$ cat config.mk
export PLATFORM = sky130hd
export DESIGN_NAME = keypad_matrix_scanner
export DESIGN_NICKNAME = d
export VERILOG_FILES = /design/src/rtl/keypad_matrix_scanner.sv
export SDC_FILE = /design/constraint.sdc
export NUM_CORES = 1
export LEC_CHECK = 0
export ABC_CLOCK_PERIOD_IN_PS = 3500
export CAP_MARGIN = 20
export CORE_MARGIN = 3
export CORE_UTILIZATION = 50
export DETAILED_ROUTE_END_ITERATION = 16
export PLACE_DENSITY = 0.79
export SLEW_MARGIN = 10
export SYNTH_ARGS = -nofsm -noshare
export SYNTH_HDL_FRONTEND = slang
export SYNTH_SLANG_ARGS = --single-unit
$ cat constraint.sdc
create_clock -name clk_div -period 3.5 [get_ports clk_div]
set_input_delay 0.7 -clock clk_div [delete_from_list [all_inputs] [get_ports clk_div]]
set_output_delay 0.7 -clock clk_div [all_outputs]
set_load 0.01 [all_outputs]
$ cat src/rtl/keypad_matrix_scanner.sv
// keypad_matrix_scanner: drives the columns of a 4x4 key matrix one at a time and samples the rows.
// Presses and releases are debounced over whole scan frames, and each accepted press is reported once.
// Outputs: key_valid is a one-cycle pulse with no back-pressure. key_code is valid while key_valid is high
// and holds its value until the next accepted press.
module keypad_matrix_scanner #(
  parameter int SCAN_HOLD      = 4,
  parameter int DEBOUNCE_SCANS = 3
) (
  input  logic       clk_div,
  input  logic       rst,
  input  logic [3:0] key_row,
  output logic [3:0] key_col,
  output logic [3:0] key_code,
  output logic       key_valid,
  output logic       key_held,
  output logic       multi_key,
  output logic [1:0] dbg_state_o
);

  localparam int HW = (SCAN_HOLD <= 2) ? 1 : $clog2(SCAN_HOLD);
  localparam int CW = ($clog2(DEBOUNCE_SCANS + 1) < 2) ? 2 : $clog2(DEBOUNCE_SCANS + 1);
  localparam logic [HW-1:0] HOLD_LAST = HW'(SCAN_HOLD - 1);
  localparam logic [CW-1:0] DEB       = CW'(DEBOUNCE_SCANS);

  typedef enum logic [1:0] {
    S_IDLE    = 2'd0,
    S_CONFIRM = 2'd1,
    S_PRESSED = 2'd2
  } state_e;

  logic [3:0]    sync1_q, sync2_q;
  logic [3:0]    rows_s;
  logic [HW-1:0] hold_cnt_q, hold_cnt_d;
  logic [1:0]    col_idx_q, col_idx_d;
  logic          sample, frame_end;
  logic [2:0]    row_cnt, acc_sum;
  logic [1:0]    row_sel;
  logic [1:0]    acc_cnt_q, acc_cnt_d, frame_cnt;
  logic [3:0]    acc_code_q, acc_code_d, frame_code;
  logic          frame_none, frame_one, frame_multi;
  state_e        state_q, state_d;
  logic [CW-1:0] cnt_q, cnt_d, rcnt_q, rcnt_d;
  logic [3:0]    cand_q, cand_d;
  logic [3:0]    code_q, code_d;
  logic          valid_q, valid_d, held_q, held_d, multi_q, multi_d;
  logic          accept;
  logic [3:0]    accept_code;

  // Two-flop synchroniser for the asynchronous, active-low rows
  always_ff @(posedge clk_div or posedge rst) begin
    if (rst) begin
      sync1_q <= 4'b1111;
      sync2_q <= 4'b1111;
    end else begin
      sync1_q <= key_row;
      sync2_q <= sync1_q;
    end
  end

  assign rows_s    = ~sync2_q;
  assign sample    = (hold_cnt_q == HOLD_LAST);
  assign frame_end = sample && (col_idx_q == 2'd3);
  assign key_col   = ~(4'b0001 << col_idx_q);

  // Column dwell counter and column index stepping
  always_comb begin
    hold_cnt_d = hold_cnt_q + HW'(1);
    col_idx_d  = col_idx_q;
    if (sample) begin
      hold_cnt_d = '0;
      col_idx_d  = col_idx_q + 2'd1;
    end
  end

  // Per-column row statistics and the frame result as of this sample
  always_comb begin
    row_cnt = {2'b00, rows_s[0]} + {2'b00, rows_s[1]} + {2'b00, rows_s[2]} + {2'b00, rows_s[3]};
    row_sel = 2'd0;
    if (rows_s[3]) row_sel = 2'd3;
    if (rows_s[2]) row_sel = 2'd2;
    if (rows_s[1]) row_sel = 2'd1;
    if (rows_s[0]) row_sel = 2'd0;
    acc_sum     = {1'b0, acc_cnt_q} + row_cnt;
    frame_cnt   = (acc_sum >= 3'd2) ? 2'd2 : acc_sum[1:0];
    frame_code  = (row_cnt != 3'd0) ? {col_idx_q, row_sel} : acc_code_q;
    frame_none  = (frame_cnt == 2'd0);
    frame_one   = (frame_cnt == 2'd1);
    frame_multi = (frame_cnt == 2'd2);
    acc_cnt_d   = acc_cnt_q;
    acc_code_d  = acc_code_q;
    if (sample) begin
      if (frame_end) begin
        acc_cnt_d  = 2'd0;
        acc_code_d = 4'd0;
      end else begin
        acc_cnt_d  = frame_cnt;
        acc_code_d = frame_code;
      end
    end
  end

  // Debounce FSM next state and outputs, advanced only on frame-end samples
  always_comb begin
    state_d     = state_q;
    cnt_d       = cnt_q;
    rcnt_d      = rcnt_q;
    cand_d      = cand_q;
    code_d      = code_q;
    valid_d     = 1'b0;
    held_d      = held_q;
    multi_d     = multi_q;
    accept      = 1'b0;
    accept_code = cand_q;
    if (frame_end) begin
      multi_d = frame_multi;
      case (state_q)
        S_IDLE: begin
          if (frame_one) begin
            if (DEB == CW'(1)) begin
              accept      = 1'b1;
              accept_code = frame_code;
            end else begin
              state_d = S_CONFIRM;
              cand_d  = frame_code;
              cnt_d   = CW'(1);
            end
          end
        end
        S_CONFIRM: begin
          if (frame_one) begin
            if (frame_code == cand_q) begin
              if (cnt_q + CW'(1) == DEB) begin
                accept      = 1'b1;
                accept_code = cand_q;
              end else begin
                cnt_d = cnt_q + CW'(1);
              end
            end else begin
              cand_d = frame_code;
              cnt_d  = CW'(1);
            end
          end else begin
            state_d = S_IDLE;
            cnt_d   = '0;
          end
        end
        S_PRESSED: begin
          if (frame_none) begin
            if (rcnt_q + CW'(1) == DEB) begin
              held_d  = 1'b0;
              state_d = S_IDLE;
              rcnt_d  = '0;
            end else begin
              rcnt_d = rcnt_q + CW'(1);
            end
          end else begin
            rcnt_d = '0;
          end
        end
        default: state_d = S_IDLE;
      endcase
      if (accept) begin
        code_d  = accept_code;
        valid_d = 1'b1;
        held_d  = 1'b1;
        state_d = S_PRESSED;
        cnt_d   = '0;
        rcnt_d  = '0;
      end
    end
  end

  // State, scan, accumulator and output registers
  always_ff @(posedge clk_div or posedge rst) begin
    if (rst) begin
      hold_cnt_q <= '0;
      col_idx_q  <= 2'd0;
      acc_cnt_q  <= 2'd0;
      acc_code_q <= 4'd0;
      state_q    <= S_IDLE;
      cnt_q      <= '0;
      rcnt_q     <= '0;
      cand_q     <= 4'd0;
      code_q     <= 4'd0;
      valid_q    <= 1'b0;
      held_q     <= 1'b0;
      multi_q    <= 1'b0;
    end else begin
      hold_cnt_q <= hold_cnt_d;
      col_idx_q  <= col_idx_d;
      acc_cnt_q  <= acc_cnt_d;
      acc_code_q <= acc_code_d;
      state_q    <= state_d;
      cnt_q      <= cnt_d;
      rcnt_q     <= rcnt_d;
      cand_q     <= cand_d;
      code_q     <= code_d;
      valid_q    <= valid_d;
      held_q     <= held_d;
      multi_q    <= multi_d;
    end
  end

  assign key_code    = code_q;
  assign key_valid   = valid_q;
  assign key_held    = held_q;
  assign multi_key   = multi_q;
  assign dbg_state_o = state_q;

endmodule

-- After elaboration in Yosys (flattened, before gate mapping)
Index checks and enable logic that the tools add are counted.
- flip-flop bits (word level): 35
- logic and storage cells: 97
- multiplexer cells: 39
- shift-type cells: 1
- bitwise logic cells: 2
- add/subtract/negate cells: 8
- order comparisons: 1
- equality and inequality tests: 17
- reductions and logical operators: 15
- operator list (kind ; count):
    2-to-1 mux 2 bit ; 20
    2-to-1 mux 4 bit ; 5
    equality test 2 bit (second input constant) ; 6
    inequality test 3 bit (second input constant) ; 4
    2-to-1 mux 1 bit ; 11
    AND reduction 5 bit ; 2
    adder 2 x 1 -> 2 bit (second input constant) ; 4
    NOT 4 bit ; 2
    one-hot mux 4 bit (2 select lines) ; 1
    AND reduction 4 bit ; 2
    nonzero test 2 bit ; 4
    inequality test 2 bit (second input constant) ; 3
    one-hot mux 2 bit (3 select lines) ; 1
    nonzero test 3 bit ; 2
    inequality test 5 bit (second input constant) ; 1
    equality test 2 x 1 -> 1 bit (second input constant) ; 2
    equality test 4 bit ; 1
    zero test 2 bit ; 2
    one-hot mux 2 bit (2 select lines) ; 1
    AND reduction 2 bit ; 2
    << shifter 1 x 2 -> 4 bit (first input constant) ; 1
    adder 2 x 1 -> 3 bit ; 1
    adder 2 x 3 -> 3 bit ; 1
    adder 3 x 1 -> 3 bit ; 1
    3 further kinds ; 3

-- Longest topological paths before layout
- word-level depth: 13
- depth in mapped cells: 12

-- Least setup slack after synthesis
No wires, ideal clock.
- path type: reg2reg
- from: register sync2_q[0]
- to: register code_q[0], in the netlist key_code[0]
- required time: 3.375 ns
- buffers on the path: 1
- stages on the path, launching flop included: 13
- setup time: 0.125 ns
- slack: -0.101 ns
- arrival: 3.476 ns
- period minus slack after synthesis: 3.601 ns
- path through: dfstp_2 -> inv_1 -> fa_1 -> ha_1 -> ha_1 -> fa_1 -> xor2_1 -> nor2_1 -> nand2_1 -> nor3_2 -> and4_1 -> buf_6 -> mux2_4
- cells in the longest elaborated chain, start to end: 12
- RTL lines (item ; line ; source):
    start, declared ; 31 ; logic [3:0] sync1_q, sync2_q;
    start signal, assigned ; 56 ; sync2_q <= sync1_q;
    NOT 4 bit * ; 60 ; assign rows_s = ~sync2_q;
    adder 1 x 1 -> 2 bit ; 77 ; row_cnt = {2'b00, rows_s[0]} + {2'b00, rows_s[1]} + {2'b00, rows_s[2]} + {2'b00, rows_s[3]};
    adder 2 x 1 -> 3 bit ; 77 ;
    adder 3 x 1 -> 3 bit ; 77 ;
    adder 2 x 3 -> 3 bit / nonzero test 3 bit (equally long branches) ; 83, 85 ;
    >= comparator 3 x 2 -> 1 bit / 2-to-1 mux 4 bit (equally long branches) ; 84, 85 ;
    2-to-1 mux 2 bit / equality test 4 bit (equally long branches) ; 84, 131 ;
    equality test 2 x 1 -> 1 bit / 2-to-1 mux 1 bit (equally long branches) ; 87, 131 ;
    2-to-1 mux 1 bit * ; 130 ; if (frame_one) begin
    2-to-1 mux 1 bit * ; 116 ; case (state_q)
    2-to-1 mux 1 bit * ; 114 ; if (frame_end) begin
    AND reduction 2 bit (no line) * ; n/a ;
    end signal, assigned ; 197 ; code_q <= code_d;
    end, declared ; 44 ; logic [3:0] code_q, code_d;
Every way passes the cells marked *; elsewhere a longest branch is shown, timed or not. The select of a mux whose other input is x is not followed.
A chain may end at the register's enable or synchronous reset.

-- Worst setup path after layout
- from: register sync2_q[0]
- to: register code_q[1], in the netlist key_code[1]
The elaborated chain is that of the path after synthesis.

==> flow_summary_export.csv <==
group,metric,value,unit
yosys,synth_ff_type,"dfrtp_1",
sta,clock-skew-final,12.1,ps
yosys,synth.largest_area_cell,"dfrtp_1",
routing,wl,3300,um
critical_path,crit_chain,"inv_1 -> fa_1 -> ha_1 -> ha_2 -> or3_4 -> a41oi_2 -> xor2_1 -> and3_4 -> and4_4 -> mux2_4",
routing,drt-vias-per-instance,5.44,
critical_path,crit_fanout,5,
yosys,synth_xor_area_frac,0.0413,
yosys,yosys_warnings,0,
routing,firstDrtPassIters,8,
critical_path,end_kind,"flip-flop",
grt,grt_first_pass_wirelength,5860,um
yosys,synth-seq-cells,35,
sta,drv_slew,0,
finish,antennaDiodeCount,0,
clocking,cts.sinks,35,
sta,hold_slack,360,ps
yosys,synth_mux_area_frac,0.0486,
routing,vias,1234,
grt,grt_antenna_before_repair,0,
routing,drt_iter0_markers,38,
critical_path,critPathMaxStageDelay,550,ps
yosys,synth_top_area_share,0.398,
placed_design,dp_hpwl,2520,um
yosys,syn_area_per_cell,11.4,sq um
yosys,synth_nets,166,
routing,wl_per_cell,14.5,um
floorplanning,die-area,0.00413,sq mm
grt,grt_max_degree,36,
yosys,ys_seq_area_frac,0.522,
yosys,synth_top_family_by_area,"compound AO/OA/AOI/OAI gates",
floorplanning,chipWidth,64.3,um
floorplanning,rows,20,
sta,hold_violations,0,
floorplanning,die_h,64.3,um
routing,postRouteAntennaNets,0,
finish,areaGrowthSynthToFinish,22.3,%
sta,slew_headroom,0.649,
sta,tightestPinTransition,522,ps
yosys,synth-simple-area-share,0.125,
outcome,status,"completed",
pwr,cellPowerDensity,446,mW/mm^2
sta,period_needed,3360,ps
yosys,synthTopCellsByArea,"dfrtp_1 (40%), dfstp_2 (12%), ha_1 (6.6%), nand2_1 (3.8%), o21ai_0 (3.5%)",
yosys,yosysUniqueCellTypes,40,
critical_path,worstSetupStartpointType,"flip-flop",
clocking,cts_tree,"done",
yosys,synth_edf_count,0,
critical_path,worst_ep_required_time,3720,ps
clocking,numCtsBuffers,5,
finish,layout-drive-gt1-share,0.230,
critical_path,crit_type,"flip-flop to flip-flop",
critical_path,slowest_stage,"dfstp_2",
placed_design,place_congestion,0.827,
grt,grt_util_all_layers,0.182,
yosys,syn_area,0.00170,sq mm
placed_design,port-buffer-count,18,
job,drv_cap,0,
floorplanning,boundaryPins,19,
floorplanning,start_util,0.538,
clocking,cts_root_buf,"clkbuf_4",
pwr,p_leak,0.920,nW
hold_path,min_path_type,"flip-flop to flip-flop",
routing,drc,0,
floorplanning,fp.coreArea,0.00315,sq mm
sta,setup_viol,0,
clocking,clk_latency,320,ps
clocking,postCtsSetupRepairBufs,0,
yosys,async_reset_ff_frac,1.00,
yosys,synthAdderAreaFrac,0.0899,
clocking,htree_levels,2,
sta,min_period_over_period,0.961,
critical_path,cp_data_arrival_time,3580,ps
yosys,synth-compound-area-share,0.136,
finish,fin_util,0.658,
grt,grt_pass1_vias,1267,
yosys,synth_cells,149,
clocking,cts.clk_slew.worst_paths,100,ps
sta,fmax,297,MHz
finish,nets,199,
clocking,cts.path.max_buffers,2,
pwr,peakVddDrop,0.229,mV
grt,grt_overflow,0,
[sequential cells by signal (all words and copies together) (netlist names), 2 cells and up]
register / count
dbg_state_o: 2
rcnt_q: 2
col_idx_q: 2
cand_q: 4
sync2_q: 4
acc_cnt_q: 2
key_code: 4
acc_code_q: 4
hold_cnt_q: 2
cnt_q: 2
sync1_q: 4
[kinds of logic (layout without fill, tap and decap cells)]
group           Yosys count  count (layout)
xor+xnor                  8               8
simple gates             40              40
buf+inv                  15              49
mux                       6               6
flops                    35              35
compound gates           34              34
fa+ha+maj                11              11
[worst paths after layout]
path                            cells after the start           end  slack, ps        from
worst max-delay path                               10   key_code[1]        140  sync2_q[0]
worst min-delay path                                0    sync2_q[2]        360  sync1_q[2]
worst max register to register                     10   key_code[1]        140  sync2_q[0]
worst min register to register                      0    sync2_q[2]        360  sync1_q[2]
max in group asynchronous                           3    sync2_q[3]       2400         rst
min in group asynchronous                           3  acc_cnt_q[0]        750         rst
[metrics by stage]
stage	std cells	setup WS (ps)	TNS, ps	power, mW	area [sq um]
floorplan	149	20.1	0	0.627	1700
global placement	219	106	0	0.710	2000
detailed placement	219	-32.2	-114	0.720	2000
CTS	227	9.98	0	0.921	2050
global route	227	-7.70	-11.0	0.984	2080
finish	227	135	0	0.925	2080
[placed cells by master (no fill, tap or decap), types with 5 or more instances in the layout]
master / n
buf_4: 10
clkbuf_4: 5
clkdlybuf4s50_1: 18
dfrtp_1: 27
dfstp_2: 8
ha_1: 8
inv_1: 13
nand2_1: 16
nor2_1: 6
o21ai_0: 12
xor2_1: 6
[power breakdown]
group | switching (mW) | total (mW) | internal, mW
combinational | 0.108 | 0.226 | 0.117
clock | 0.120 | 0.199 | 0.0783
sequential | 0.0530 | 0.501 | 0.448
[per-layer routing]
| layer | up-vias | global-route usage | wire, um |
|---|---|---|---|
| met5 | - | 0 | 0 |
| met4 | 0 | 0.0607 | 0 |
| met3 | 0 | 0.0492 | 135 |
| met2 | 30 | 0.299 | 1680 |
| met1 | 620 | 0.233 | 1480 |
| li1 | 584 | - | - |
[critical path, delay by kind of cell (launching register included)]
kind / cells / cell delay (ps)
AND/OR/NAND/NOR: 3 / 910
flip-flops: 1 / 550
AO/OA/AOI/OAI: 1 / 260
multiplexers: 1 / 310
adder cells (fa/ha/maj): 3 / 1000
buffers and inverters: 1 / 70
XOR/XNOR: 1 / 170
[Yosys cell counts, types with 2 or more instances]
cell       number
dfrtp_1        27
nand2_1        17
inv_1          13
o21ai_0        12
ha_1            9
dfstp_2         8
nor2_1          7
xor2_1          6
a21oi_1         4
mux2_4          4
o2bb2ai_1       4
a22o_1          3
o211ai_1        3
fa_1            2
mux2_2          2
nand3_1         2
nor3_2          2
xnor2_1         2
[layout make-up]
type,instances,area [sq um]
fillers,261,1080
clock inverters,1,5.00
clock buffers,7,45.0
repair buffers,28,255
inverters,13,48.8
flip-flops and latches,35,886
well taps,44,55.1
multi-input cells,99,781
[timing repair]
item / CTS / global route
gates resized for setup: 1 / 9
pin swaps: 0 / 2
hold buffers: 0 / 0
setup endpoints to repair: 4 / 10
(Power assumes the default switching activity.)
